==> src/rtl/btn_event_gen_pkg.sv <==
// ----------------------------------------------------------------------------
// btn_event_gen_pkg
//   Shared definitions for the push-button event generator:
//     - classifier FSM state encoding
//     - bit offsets of each event group in the 20-bit GPIO word read by
//       software (four buttons per group, one bit per button)
//     - counter width helper used by the debounce and hold counters
// ----------------------------------------------------------------------------
package btn_event_gen_pkg;

   typedef enum logic [1:0] {
      BTN_ST_REL   = 2'd0,
      BTN_ST_SHORT = 2'd1,
      BTN_ST_LONG  = 2'd2
   } btn_state_t;

   // GPIO word layout: each field is 4 bits wide, one bit per button instance.
   localparam int BTN_GPIO_DOWN = 0;
   localparam int BTN_GPIO_UP   = 4;
   localparam int BTN_GPIO_SHRT = 8;
   localparam int BTN_GPIO_LONG = 12;
   localparam int BTN_GPIO_IMM  = 16;
   localparam int BTN_GPIO_W    = 20;

   // Width of a counter that must be able to hold the value n.
   function automatic int cnt_width(input int n);
      return $clog2(n + 1);
   endfunction

endpackage

==> src/rtl/btn_debounce.sv <==
// ----------------------------------------------------------------------------
// btn_debounce
//   Polarity normalisation, 2-FF synchroniser and debounce counter for one
//   raw push-button pin. The output level is 1 = pressed.
//
// Ports
//   clk     in  1  system clock
//   rst     in  1  synchronous, active-high reset
//   btn_in  in  1  raw, asynchronous, bouncing button pin
//   stable  out 1  debounced level (1 = pressed), registered
// ----------------------------------------------------------------------------
module btn_debounce
   import btn_event_gen_pkg::*;
#(
   parameter bit BTN_ACTIVE_LOW = 1'b1,
   parameter int DEBOUNCE_CYC   = 1_000_000
) (
   input  logic clk,
   input  logic rst,
   input  logic btn_in,
   output logic stable
);

   localparam int               CNT_W    = cnt_width(DEBOUNCE_CYC);
   localparam logic [CNT_W-1:0] CNT_LAST = CNT_W'(DEBOUNCE_CYC - 1);

   logic             pin_lvl;
   logic [1:0]       sync_ff;
   logic             sync_out;
   logic [CNT_W-1:0] cnt;

   // Normalise polarity so everything downstream sees 1 = pressed.
   assign pin_lvl  = btn_in ^ BTN_ACTIVE_LOW;
   assign sync_out = sync_ff[1];

   // Reset loads "released" so a button held through reset is seen as a
   // fresh press once reset drops.
   always_ff @(posedge clk) begin
      if (rst) begin
         sync_ff <= 2'b00;
      end else begin
         sync_ff <= {sync_ff[0], pin_lvl};
      end
   end

   // A new level is accepted only after DEBOUNCE_CYC consecutive cycles of
   // disagreement; any return to the accepted level restarts the count.
   always_ff @(posedge clk) begin
      if (rst) begin
         cnt    <= '0;
         stable <= 1'b0;
      end else if (sync_out == stable) begin
         cnt    <= '0;
      end else if (cnt == CNT_LAST) begin
         cnt    <= '0;
         stable <= sync_out;
      end else begin
         cnt    <= cnt + 1'b1;
      end
   end

endmodule

==> src/rtl/btn_event_gen.sv <==
// ----------------------------------------------------------------------------
// btn_event_gen
//   Per-button event generator. Debounces one raw button pin and classifies
//   each press into single-cycle pulses (down, up, short, long) plus a
//   registered debounced level.
//
// Ports
//   clk       in  1  system clock
//   rst       in  1  synchronous, active-high reset
//   btn_in    in  1  raw button pin (asynchronous, bouncing)
//   btn_down  out 1  1-clk pulse: debounced press accepted
//   btn_up    out 1  1-clk pulse: debounced release accepted
//   btn_shrt  out 1  1-clk pulse on release of a short press (with btn_up)
//   btn_long  out 1  1-clk pulse when the hold reaches LONG_CYC cycles
//   btn_imm   out 1  debounced pressed level (1 = pressed)
// ----------------------------------------------------------------------------
module btn_event_gen
   import btn_event_gen_pkg::*;
#(
   parameter bit BTN_ACTIVE_LOW = 1'b1,
   parameter int DEBOUNCE_CYC   = 1_000_000,
   parameter int LONG_CYC       = 100_000_000
) (
   input  logic clk,
   input  logic rst,
   input  logic btn_in,
   output logic btn_down,
   output logic btn_up,
   output logic btn_shrt,
   output logic btn_long,
   output logic btn_imm
);

   localparam int                HOLD_W    = cnt_width(LONG_CYC);
   localparam logic [HOLD_W-1:0] HOLD_LAST = HOLD_W'(LONG_CYC - 1);

   logic              stable;
   btn_state_t        state;
   logic [HOLD_W-1:0] hold_cnt;

   btn_debounce #(
      .BTN_ACTIVE_LOW (BTN_ACTIVE_LOW),
      .DEBOUNCE_CYC   (DEBOUNCE_CYC)
   ) u_debounce (
      .clk    (clk),
      .rst    (rst),
      .btn_in (btn_in),
      .stable (stable)
   );

   // Classifier. hold_cnt counts cycles since btn_down; it stops at
   // LONG_CYC-1 so it can never wrap. In SHORT the release test comes
   // first, so a release coinciding with the long threshold is reported
   // as a short press and btn_long is suppressed.
   always_ff @(posedge clk) begin
      if (rst) begin
         state    <= BTN_ST_REL;
         hold_cnt <= '0;
         btn_down <= 1'b0;
         btn_up   <= 1'b0;
         btn_shrt <= 1'b0;
         btn_long <= 1'b0;
         btn_imm  <= 1'b0;
      end else begin
         btn_down <= 1'b0;
         btn_up   <= 1'b0;
         btn_shrt <= 1'b0;
         btn_long <= 1'b0;
         btn_imm  <= stable;
         case (state)
            BTN_ST_REL: begin
               if (stable) begin
                  btn_down <= 1'b1;
                  hold_cnt <= '0;
                  state    <= BTN_ST_SHORT;
               end
            end
            BTN_ST_SHORT: begin
               if (!stable) begin
                  btn_up   <= 1'b1;
                  btn_shrt <= 1'b1;
                  state    <= BTN_ST_REL;
               end else if (hold_cnt == HOLD_LAST) begin
                  btn_long <= 1'b1;
                  state    <= BTN_ST_LONG;
               end else begin
                  hold_cnt <= hold_cnt + 1'b1;
               end
            end
            BTN_ST_LONG: begin
               if (!stable) begin
                  btn_up <= 1'b1;
                  state  <= BTN_ST_REL;
               end
            end
            default: begin
               state <= BTN_ST_REL;
            end
         endcase
      end
   end

endmodule
==> config.mk <==
export PLATFORM = sky130hd
export DESIGN_NAME = btn_event_gen
export DESIGN_NICKNAME = d
export VERILOG_FILES = /design/src/rtl/btn_event_gen_pkg.sv /design/src/rtl/btn_debounce.sv /design/src/rtl/btn_event_gen.sv
export SDC_FILE = /design/constraint.sdc
export NUM_CORES = 1
export LEC_CHECK = 0
export CAP_MARGIN = 25
export CORE_UTILIZATION = 67
export DETAILED_ROUTE_END_ITERATION = 10
export DONT_BUFFER_PORTS = 1
export GPL_TIMING_DRIVEN = 0
export PLACE_DENSITY = 0.93
export SLEW_MARGIN = 20
export SYNTH_ARGS = -nofsm -noshare
export SYNTH_HDL_FRONTEND = slang
export SYNTH_HIERARCHICAL = 1
export SYNTH_SLANG_ARGS = --single-unit
==> constraint.sdc <==
create_clock -name clk -period 3.2 [get_ports clk]
set_input_delay 0.64 -clock clk [delete_from_list [all_inputs] [get_ports clk]]
set_output_delay 0.64 -clock clk [all_outputs]
set_load 0.02 [all_outputs]
==> flow_metrics.tcl <==
set metrics [dict create \
    status "complete, no violations" \
    setup_viol 0 \
    fillers 268 \
    ant_nets 0 \
    cts_max_path_buffers 2 \
    overflow 0 \
    leakagePower_nw 1.02 \
    syn_nets 319 \
    async_flop_share_pct 0 \
    whs_ns 0.360 \
    hold_viol 0 \
    top_level_ports 8 \
    grt_pass1_vias 2266 \
    routed_wl_um 6480 \
    cap_violations 0 \
    period_share_pct 66.9 \
    holdCritPathClass "primary input to register" \
    dp.cells 361 \
    layout.nets 330 \
    start_util_pct 70.5 \
    wl_per_cell_um 17.2 \
    drcViolationCount 0 \
    syn_inst 311 \
    rsz0062_at_grt "false" \
    vias_per_cell 6.34 \
    synth-seq-cells 57 \
    synth-edff-count 0 \
    finalNonFillerCells 377 \
    area_growth_pct 8.76 \
    firstDrtPassIters 5 \
    io_buffers 0 \
    slew_headroom_pct 68.7 \
    tightest_slew_ns 0.466 \
    path_clk_slew_ns 0.07 \
    final_common_cell "dfxtp_1" \
    timing.fmax_mhz 467 \
    gp_congestion 0.835 \
    arrival_ns 2.42 \
    worstSetupEndpointType "register" \
    clock-sinks 57 \
    cts_tree "done" \
    fin_tns_setup_ns 0 \
    ys_warn_count 6 \
    fp.dieH_um 67.1 \
    postCtsSetupRepairBufs 0 \
    ff2ff_path_depth 6 \
    grt_use_total_pct 33.3 \
    die_area_sq_mm 0.00451 \
    post-route-min-period_ns 2.14 \
    postCtsResizedCells 0 \
    max-vdd-ir-drop_uv 280 \
    final_cell_mix "dfxtp_1 (57), nor2_1 (34), xnor2_1 (21)" \
    timing_worst_setup_path_type "register to register" \
    crit_fanout 7 \
    required_ns 3.48 \
    numCtsBuffers 9 \
    finClkSkew_ns 0.0125 \
    slew_violations 0 \
    hold_depth 1 \
    grt_max_degree 11 \
    cts.hold.buffers_added 0 \
    cts_root_buffer "clkbuf_8" \
    die_w_um 67.1 \
    power.density_mw_per_mm2 442 \
    antenna_found_initial 0 \
    synthFlopType "dfxtp_1" \
    vias 2392 \
    row_count 23 \
    clock_latency_ns 0.35 \
    cp-start-kind "register" \
    core-area_sq_mm 0.00403 \
    drtIter0Drc 238 \
    grt_pass1_wl_um 10800 \
    syn_area_per_cell_sq_um 9.14 \
    antenna_cells 0 \
    yosysSeqAreaShare_pct 40.2 \
    synth.distinct_cells 47 \
    htree_levels 3 \
    syn_area_sq_mm 0.00284 \
    drive_gt1_share_pct 13.5 \
    dp_hpwl_um 4150 \
]
-- power by group --
| group | total [mW] | switching (mW) | internal, mW |
|---|---|---|---|
| Sequential | 0.712 | 0.00128 | 0.711 |
| Clock | 0.638 | 0.283 | 0.355 |
| Combinational | 0.0157 | 0.0113 | 0.00439 |
-- state kept, by name, summed over array words and instances (netlist names) --
name / cells
btn_up: 1
state: 2
u_debounce/stable: 1
btn_shrt: 1
btn_down: 1
hold_cnt: 27
u_debounce/sync_ff: 2
btn_long: 1
btn_imm: 1
u_debounce/cnt: 20
-- synthesized netlist by cell type (all sizes together), types with 5 or more instances --
cell type	count	area, sq um
and4	5	45.0
dfxtp	57	1140
xor2	5	43.8
a21oi	20	100
nor3	10	61.3
inv	10	37.5
o21ai	12	60.1
nand3	17	95.1
buf	9	70.1
nor2	34	128
nand4	15	136
ha	5	62.6
or3	13	81.3
nand2	20	75.1
nor4	14	154
xnor2	21	184
-- worst max-delay path, cell delays in order, from the launching register on --
cell	delay, ns
dfxtp_1	0.42
ha_1	0.23
and3_1	0.26
nand2_1	0.18
nor3_1	0.45
mux2_2	0.40
a21oi_1	0.14
-- layout make-up --
type	instances	area, sq um	share of cell area, %
buffer	12	81.3	2.63
clock buffer	10	128	4.13
clock inverter	6	58.8	1.90
inverter	10	37.5	1.21
multi-input combinational	232	1580	51.2
sequential	57	1140	36.9
tap	50	62.6	2.02
-- cell families (layout without fill, tap and decap cells) --
| group | after synthesis | count (layout) | synth area share (%) |
|---|---|---|---|
| flip-flops | 57 | 57 | 40.2 |
| multiplexers | 5 | 5 | 1.81 |
| buffers and inverters | 22 | 38 | 4.18 |
| AND/OR/NAND/NOR | 154 | 154 | 34.4 |
| adder cells (fa/ha/maj) | 5 | 5 | 2.20 |
| XOR/XNOR | 26 | 26 | 8.01 |
| AO/OA/AOI/OAI | 42 | 42 | 9.25 |
-- stage by stage --
stage | util [%] | total power [mW] | setup WS, ns | area [sq um]
floorplan | - | 0.739 | 1.47 | 2840
global placement | 72.1 | 0.743 | 1.26 | 2900
detailed placement | 72.1 | 0.743 | 1.18 | 2900
CTS | 76.7 | 1.37 | 1.13 | 3090
global route | 76.7 | 1.41 | 0.972 | 3090
finish | 76.7 | 1.37 | 1.06 | 3090
-- worst paths after layout --
check | startpoint | end | slack, ns
worst max-delay path | hold_cnt[0]$_SDFFE_PP0P_ | state[0]$_SDFFE_PP0P_ | 1.06
worst min-delay path | btn_in | u_debounce/sync_ff[0]$_SDFF_PP0_ | 0.36
worst max register to register | hold_cnt[0]$_SDFFE_PP0P_ | state[0]$_SDFFE_PP0P_ | 1.06
worst min register to register | u_debounce/sync_ff[0]$_SDFF_PP0_ | u_debounce/sync_ff[1]$_SDFF_PP0_ | 0.45
-- metal layers --
layer | up-vias | GRT usage, % | routed length, um
li1 | 1140 | - | -
met1 | 1133 | 37.9 | 2670
met2 | 98 | 54.8 | 3150
met3 | 21 | 13.0 | 422
met4 | 0 | 14.9 | 229
met5 | - | 0 | 0
(Power assumes the default switching activity.)
